[config.mk]
export PLATFORM = sky130hd
export DESIGN_NAME = divisor_secuencial
export DESIGN_NICKNAME = d
export VERILOG_FILES = /design/src/rtl/divisor_secuencial.sv
export SDC_FILE = /design/constraint.sdc
export NUM_CORES = 1
export LEC_CHECK = 0
export CAP_MARGIN = 0
export CORE_UTILIZATION = 48
export CTS_CLUSTER_DIAMETER = 100
export CTS_CLUSTER_SIZE = 20
export DETAILED_ROUTE_END_ITERATION = 16
export GPL_ROUTABILITY_DRIVEN = 0
export PLACE_DENSITY_LB_ADDON = 0.15
export SLEW_MARGIN = 20
export SYNTH_ARGS = -nofsm -noshare
export SYNTH_HDL_FRONTEND = slang
export SYNTH_SLANG_ARGS = --single-unit
[constraint.sdc]
create_clock -name clk -period 2.7 [get_ports clk]
set_clock_uncertainty 0.1 [all_clocks]
set_input_delay 0.54 -clock clk [delete_from_list [all_inputs] [get_ports clk]]
set_output_delay 0.54 -clock clk [all_outputs]
set_load 0.01 [all_outputs]
[src/rtl/divisor_secuencial.sv]
// divisor_secuencial: restoring divider, 2N-bit dividend by N-bit divisor, one quotient bit per clock.
// Uses the same valid_data / Done_Flag / ack handshake as the shift-add multiplier.
module divisor_secuencial #(
   parameter int N = 32
) (
   input  logic           clk,
   input  logic           reset,
   input  logic [2*N-1:0] dividendo,
   input  logic [N-1:0]   divisor,
   input  logic           valid_data,
   input  logic           ack,
   output logic [2*N-1:0] cociente,
   output logic [N-1:0]   residuo,
   output logic           Done_Flag,
   output logic           div_cero,
   output logic           ocupado
);
   localparam int CW = $clog2(2*N) + 1;
   localparam logic [1:0] IDLE   = 2'd0;
   localparam logic [1:0] CALC   = 2'd1;
   localparam logic [1:0] DONE   = 2'd2;
   localparam logic [1:0] ESPERA = 2'd3;

   logic [1:0]     state;
   logic [N-1:0]   r, r_nx, d;
   logic [N:0]     r_sh;
   logic [2*N-1:0] q, q_nx;
   logic [CW-1:0]  cnt;
   logic           ge;

   // The partial remainder stays below the divisor, so N bits suffice between iterations.
   always_comb begin
      r_sh = {r, q[2*N-1]};
      ge   = r_sh >= {1'b0, d};
      r_nx = ge ? N'(r_sh - {1'b0, d}) : r_sh[N-1:0];
      q_nx = {q[2*N-2:0], ge};
   end

   assign ocupado = state != IDLE;

   always_ff @(posedge clk) begin
      if (reset) begin
         state     <= IDLE;
         cociente  <= '0;
         residuo   <= '0;
         Done_Flag <= 1'b0;
         div_cero  <= 1'b0;
         cnt       <= '0;
         r         <= '0;
         q         <= '0;
         d         <= '0;
      end else begin
         case (state)
            IDLE: if (valid_data) begin
               d <= divisor;
               if (divisor == '0) begin
                  cociente  <= '1;
                  residuo   <= dividendo[N-1:0];
                  div_cero  <= 1'b1;
                  Done_Flag <= 1'b1;
                  state     <= DONE;
               end else begin
                  r     <= '0;
                  q     <= dividendo;
                  cnt   <= CW'(2*N);
                  state <= CALC;
               end
            end
            CALC: begin
               r   <= r_nx;
               q   <= q_nx;
               cnt <= cnt - 1'b1;
               if (cnt == CW'(1)) begin
                  cociente  <= q_nx;
                  residuo   <= r_nx;
                  Done_Flag <= 1'b1;
                  div_cero  <= 1'b0;
                  state     <= DONE;
               end
            end
            DONE: if (ack) begin
               Done_Flag <= 1'b0;
               div_cero  <= 1'b0;
               state     <= valid_data ? ESPERA : IDLE;
            end
            default: if (!valid_data) state <= IDLE;
         endcase
      end
   end
endmodule

# After elaboration in Yosys (flattened, before gate mapping)
# Cells that the tools add are included.
[totals]
latch_bits = 0
inputBits = 100
rom_bits = 0
regBits = 235
n_memories = 0
ram_bits = 0
elab_cells = 63
[classes]
n_addsub = 2
n_reduce_logical = 10
n_mul = 0
n_div = 0
order_cmp = 1
n_bitwise = 0
n_mux = 32
shifts = 0
eq_ne = 9
[ops]
columns = ["op", "n"]
rows = [
  ["2-to-1 mux 64 bit", 5],
  ["case mux 64 bit (2 select lines)", 2],
  ["2-to-1 mux 32 bit", 6],
  ["case mux 32 bit (2 select lines)", 2],
  ["greater-or-equal comparator 33 x 32 -> 1 bit", 1],
  ["zero test 32 bit", 1],
  ["subtractor 32 bit", 1],
  ["2-to-1 mux 7 bit", 2],
  ["case mux 7 bit (2 select lines)", 1],
  ["2-to-1 mux 2 bit", 6],
  ["inequality test 2 bit (second input constant)", 5],
  ["AND reduction 4 bit", 2],
  ["== test 7 x 1 -> 1 bit (second input constant)", 1],
  ["subtractor 7 x 1 -> 7 bit (second input constant)", 1],
  ["case mux 1 bit (3 select lines)", 2],
  ["case mux 2 bit (3 select lines)", 1],
  ["2-to-1 mux 1 bit", 5],
  ["AND reduction 5 bit", 1],
  ["inequality test 4 x 1 -> 1 bit (second input constant)", 1],
  ["nonzero test 2 bit", 2],
  ["AND reduction 3 bit", 1],
  ["nonzero test 3 bit", 1],
  ["== test 2 x 1 -> 1 bit (second input constant)", 1],
  ["== test 2 bit (second input constant)", 1],
  ["2 further kinds", 2],
]

# Longest topological paths before layout
[depth]
ltp_word = 4
ltp_mapped = 13

# Worst setup path before layout
# No wires, ideal clock.
[synth_timing]
path_type = "register -> register"
startpoint = "reg q[63]"
endpoint = "reg residuo[26]"
slack_ns = 0.132
stages_incl_launch_ff = 13
required_time_ns = 2.505
setup_time_ns = 0.095
arrival_ns = 2.373
period_less_slack_ns = 2.568
cell_sequence = "dfxtp_1 inv_1 ha_1 inv_1 fa_1 nand3_1 a211oi_1 o21ai_0 o211ai_2 o31ai_2 a21oi_1 o31a_1 a221oi_1"
[synth_between]
elab_chain_cells = 4
[synth_rtl]
columns = ["element", "line", "source"]
rows = [
  ["start, declared", "27", "logic [2*N-1:0] q, q_nx;"],
  ["start signal, assigned", "64", "q <= dividendo;"],
  ["start signal, assigned", "71", "q <= q_nx;"],
  ["subtractor 32 bit / greater-or-equal comparator 33 x 32 -> 1 bit (equally long branches)", "35, 34", ""],
  ["2-to-1 mux 32 bit (*)", "35", "r_nx = ge ? N'(r_sh - {1'b0, d}) : r_sh[N-1:0];"],
  ["2-to-1 mux 32 bit (*)", "73", "if (cnt == CW'(1)) begin"],
  ["case mux 32 bit (2 select lines) (*)", "53", "case (state)"],
  ["end signal, assigned", "58", "residuo <= dividendo[N-1:0];"],
  ["end signal, assigned", "75", "residuo <= r_nx;"],
  ["end, declared", "13", "output logic [N-1:0] residuo,"],
]
# Mark *: on every way between the ends. The rest lies on a longest branch, timed or not. The select of a mux whose other input is x is not followed.
# A chain may end at the register's enable or synchronous reset.

# Final worst setup path
[layout_timing]
startpoint = "reg d[3]"
endpoint = "reg r[9]"
[layout_between]
elab_chain_cells = 3
[layout_rtl]
columns = ["element", "line", "source"]
rows = [
  ["start, declared", "25", "logic [N-1:0] r, r_nx, d;"],
  ["start signal, assigned", "55", "d <= divisor;"],
  ["subtractor 32 bit / greater-or-equal comparator 33 x 32 -> 1 bit (equally long branches)", "35, 34", ""],
  ["2-to-1 mux 32 bit (*)", "35", ""],
  ["case mux 32 bit (2 select lines) (*)", "53", ""],
  ["end signal, assigned", "70", "r <= r_nx;"],
  ["end, declared", "25", ""],
]
# Mark *: on every way between the ends. The rest lies on a longest branch, timed or not.

==> results.py <==
metrics = {
    "routing": {
        "drt_iter0_markers": 915,
        "wire_per_inst_um": 19.0,
        "routed_wl_um": 38500,
        "drc": 0,
        "final_antenna_net_count": 0,
        "drtPass1Iterations": 8,
        "routed_via_density": 5.79,
        "vias": 11752,
    },
    "power": {
        "p_leak_uw": 0.00643,
        "ir_drop_mv": 0.748,
        "powerDensity_mw_per_mm2": 1120,
    },
    "floorplan": {
        "die-area_mm2": 0.0246,
        "die_w_um": 157,
        "core_mm2": 0.0235,
        "rows": 56,
        "start_util": 0.490,
        "dieHeight_um": 157,
        "ioPinCount": 199,
    },
    "grt": {
        "busiest_layer": "met2",
        "antenna_found_initial": 0,
        "grtUsageMet1": 0.389,
        "gr-total-overflow": 0,
        "use_met3": 0.0449,
        "grt_pass1_vias": 11049,
        "track_usage": 0.297,
        "grt_first_pass_wirelength_um": 57600,
        "met2_usage": 0.489,
        "grt_start_max_net_pins": 118,
    },
    "worst_setup_path": {
        "crit_path_start_kind": "register",
        "cp.arrival_ns": 3.11,
        "cp_slowest_cell": "or4_1",
        "crit_chain": "inv_2, ha_4, nand3_4, o21bai_4, a211o_4, a21boi_4, o31a_4, nor2_4, buf_6, or4_1, a31oi_1",
        "cp_slowest_stage_delay_ns": 0.51,
        "cp.required_ns": 3.00,
        "cp_max_fo": 7,
        "crit_type": "register to register",
        "cp-end-kind": "register",
    },
    "yosys": {
        "synth_seq_cells": 235,
        "synth.avg_cell_area_um2": 8.38,
        "yosysWarnings": 0,
        "syn-num-nets": 1512,
        "yosysUniqueCellTypes": 73,
        "synth_flop_cell": "dfxtp_1",
        "ys_seq_area_frac": 0.409,
        "synth_edf_count": 0,
        "synth_cells": 1373,
        "synth_area_mm2": 0.0115,
        "async_flop_share": 0,
    },
    "timing": {
        "worst_pin_slew_ns": 0.607,
        "period_needed_ns": 2.80,
        "max_freq_mhz": 357,
        "slew_headroom": 0.595,
        "setup_viol": 10,
        "layout_setup_ws_ns": -0.105,
        "post-route-period-util": 1.04,
        "finalHoldViolations": 0,
        "rsz0062_at_grt": "yes",
        "drv_slew": 0,
    },
    "clock_tree": {
        "cts.clk_slew.worst_paths_ns": 0.09,
        "cts_max_path_buffers": 3,
        "cts_root_buf": "clkbuf_16",
        "cts_tree": "yes",
        "cts_sinks": 235,
        "numCtsBuffers": 15,
        "htreeDepth": 1,
        "hold_buffers": 0,
        "clkLatencyLatePin_ns": 0.48,
    },
    "cells_and_area": {
        "fill_cells": 1842,
        "syn_to_final_growth_pct": 44.0,
        "instances_no_fill": 2031,
        "area.sequential_mm2": 0.00473,
        "nNetsFinal": 1852,
        "stdcell_area_mm2": 0.0166,
        "multiInputGateArea_mm2": 0.00697,
        "antennaDiodeCount": 0,
        "drive_above_1_share": 0.231,
    },
    "job": {
        "drv_cap": 0,
    },
    "min_path": {
        "hp-class": "input port to register",
    },
    "placement": {
        "dpl_cell_area_mm2": 0.0151,
        "post-place-ws_ns": -0.770,
        "place_inst": 1988,
        "numPortBuffers": 198,
        "hpwl_um": 27100,
    },
    "status": {
        "violations": "setup timing",
        "outcome": "finished with violations",
    },
}
[repair_timing]
item | in CTS | in global routing
resized for setup | 80 | 92
setup endpoints to repair | 130 | 129
pin swaps | 35 | 54
gates cloned | 0 | 3
buffers inserted | 7 | 21
[power by group]
part | switching (uW) | leakage [uW] | total [uW] | internal, uW
Combinational | 5810 | 0.00431 | 11200 | 5400
Clock | 1160 | 0.000185 | 2160 | 1000
Sequential | 746 | 0.00193 | 5290 | 4540
[layout make-up]
class / instances / share of cell area
clock buffers: 15 / 0.0226
clock inverters: 1 / 0.000453
inverters: 52 / 0.0121
multi-input cells: 989 / 0.421
flip-flops and latches: 235 / 0.285
well taps: 319 / 0.0241
repair buffers: 420 / 0.235
[cells by family after synthesis]
logic type	share of synthesized area
XOR/XNOR	0.0198
adder cells (fa/ha/maj)	0.0430
AND/OR/NAND/NOR	0.166
buffers and inverters	0.0522
AO/OA/AOI/OAI	0.238
multiplexers	0.0722
flip-flops	0.409
[placed cells by master (no fill, tap or decap), drive strengths merged, types with 7 or more instances in the layout]
| master | instances |
|---|---|
| nor4 | 11 |
| a21o | 12 |
| o21ai | 77 |
| nand4 | 11 |
| a31oi | 28 |
| o211ai | 7 |
| mux2i | 83 |
| o22ai | 67 |
| clkdlybuf4s50 | 196 |
| xnor2 | 16 |
| a21oi | 89 |
| o21bai | 8 |
| nand3 | 25 |
| nor2 | 167 |
| buf | 220 |
| and4 | 17 |
| a211oi | 68 |
| xor2 | 10 |
| nor3 | 15 |
| and3 | 7 |
| nand2 | 147 |
| or3 | 10 |
| inv | 52 |
| dfxtp | 235 |
| clkbuf | 18 |
| ha | 38 |
[Yosys cell counts, types with 12 or more instances]
cell type,n,area [um^2]
dfxtp_1,235,4700
nor2_1,166,623
nand2_1,146,548
a21oi_1,83,415
mux2i_1,83,831
clkbuf_1,73,274
o22ai_1,67,419
a211oi_1,65,488
o21ai_0,65,325
inv_1,52,195
ha_1,38,475
a31oi_1,28,175
nand3_1,24,120
and4_1,17,149
xnor2_1,16,140
buf_2,15,75.1
nor3_1,14,70.1
a21o_1,12,90.1
[metal layers]
layer	up-vias	wire (um)
met3	104	2480
li1	5642	-
met4	0	1750
met5	-	0
met2	442	17700
met1	5564	16600
[final timing paths]
path	endpoint	slack [ns]	depth (start not counted)	start
worst max-delay path	r[9]$_SDFFE_PP0P_	-0.10	11	d[3]$_SDFFE_PP0P_
worst min-delay path	cociente[63]$_SDFFE_PP0P_	0.33	2	reset
worst max register to register	r[9]$_SDFFE_PP0P_	-0.10	11	d[3]$_SDFFE_PP0P_
worst min register to register	d[18]$_SDFFE_PP0P_	0.36	2	d[18]$_SDFFE_PP0P_
[sequential cells by signal, summed over array words and instances (netlist names)]
signal and flops:
cnt 7, r 32, cociente 64, residuo 32, d 32, q 64
Done_Flag 1, div_cero 1, state 2
[critical path: cells and delay by family, from the launching register on]
kind	cells	cell delay [ns]
buf+inv	2	0.19
simple gates	3	0.63
fa+ha+maj	1	0.29
flops	1	0.35
compound gates	5	1.16
[through the flow]
step / power, uW / hold slack [ns] / setup TNS (ns) / utilization
final: 18700 / 0.326 / -0.530 / 0.707
after global routing: 19800 / 0.331 / -2.00 / 0.707
after CTS: 17700 / 0.304 / -0.488 / 0.680
after detailed placement: 15000 / 0.347 / -109.98 / 0.645
after global placement: 14800 / 0.343 / -109.56 / 0.645
after floorplan: 10800 / 0.336 / 0 / -
Note: power is estimated with default switching activity, not from simulation.
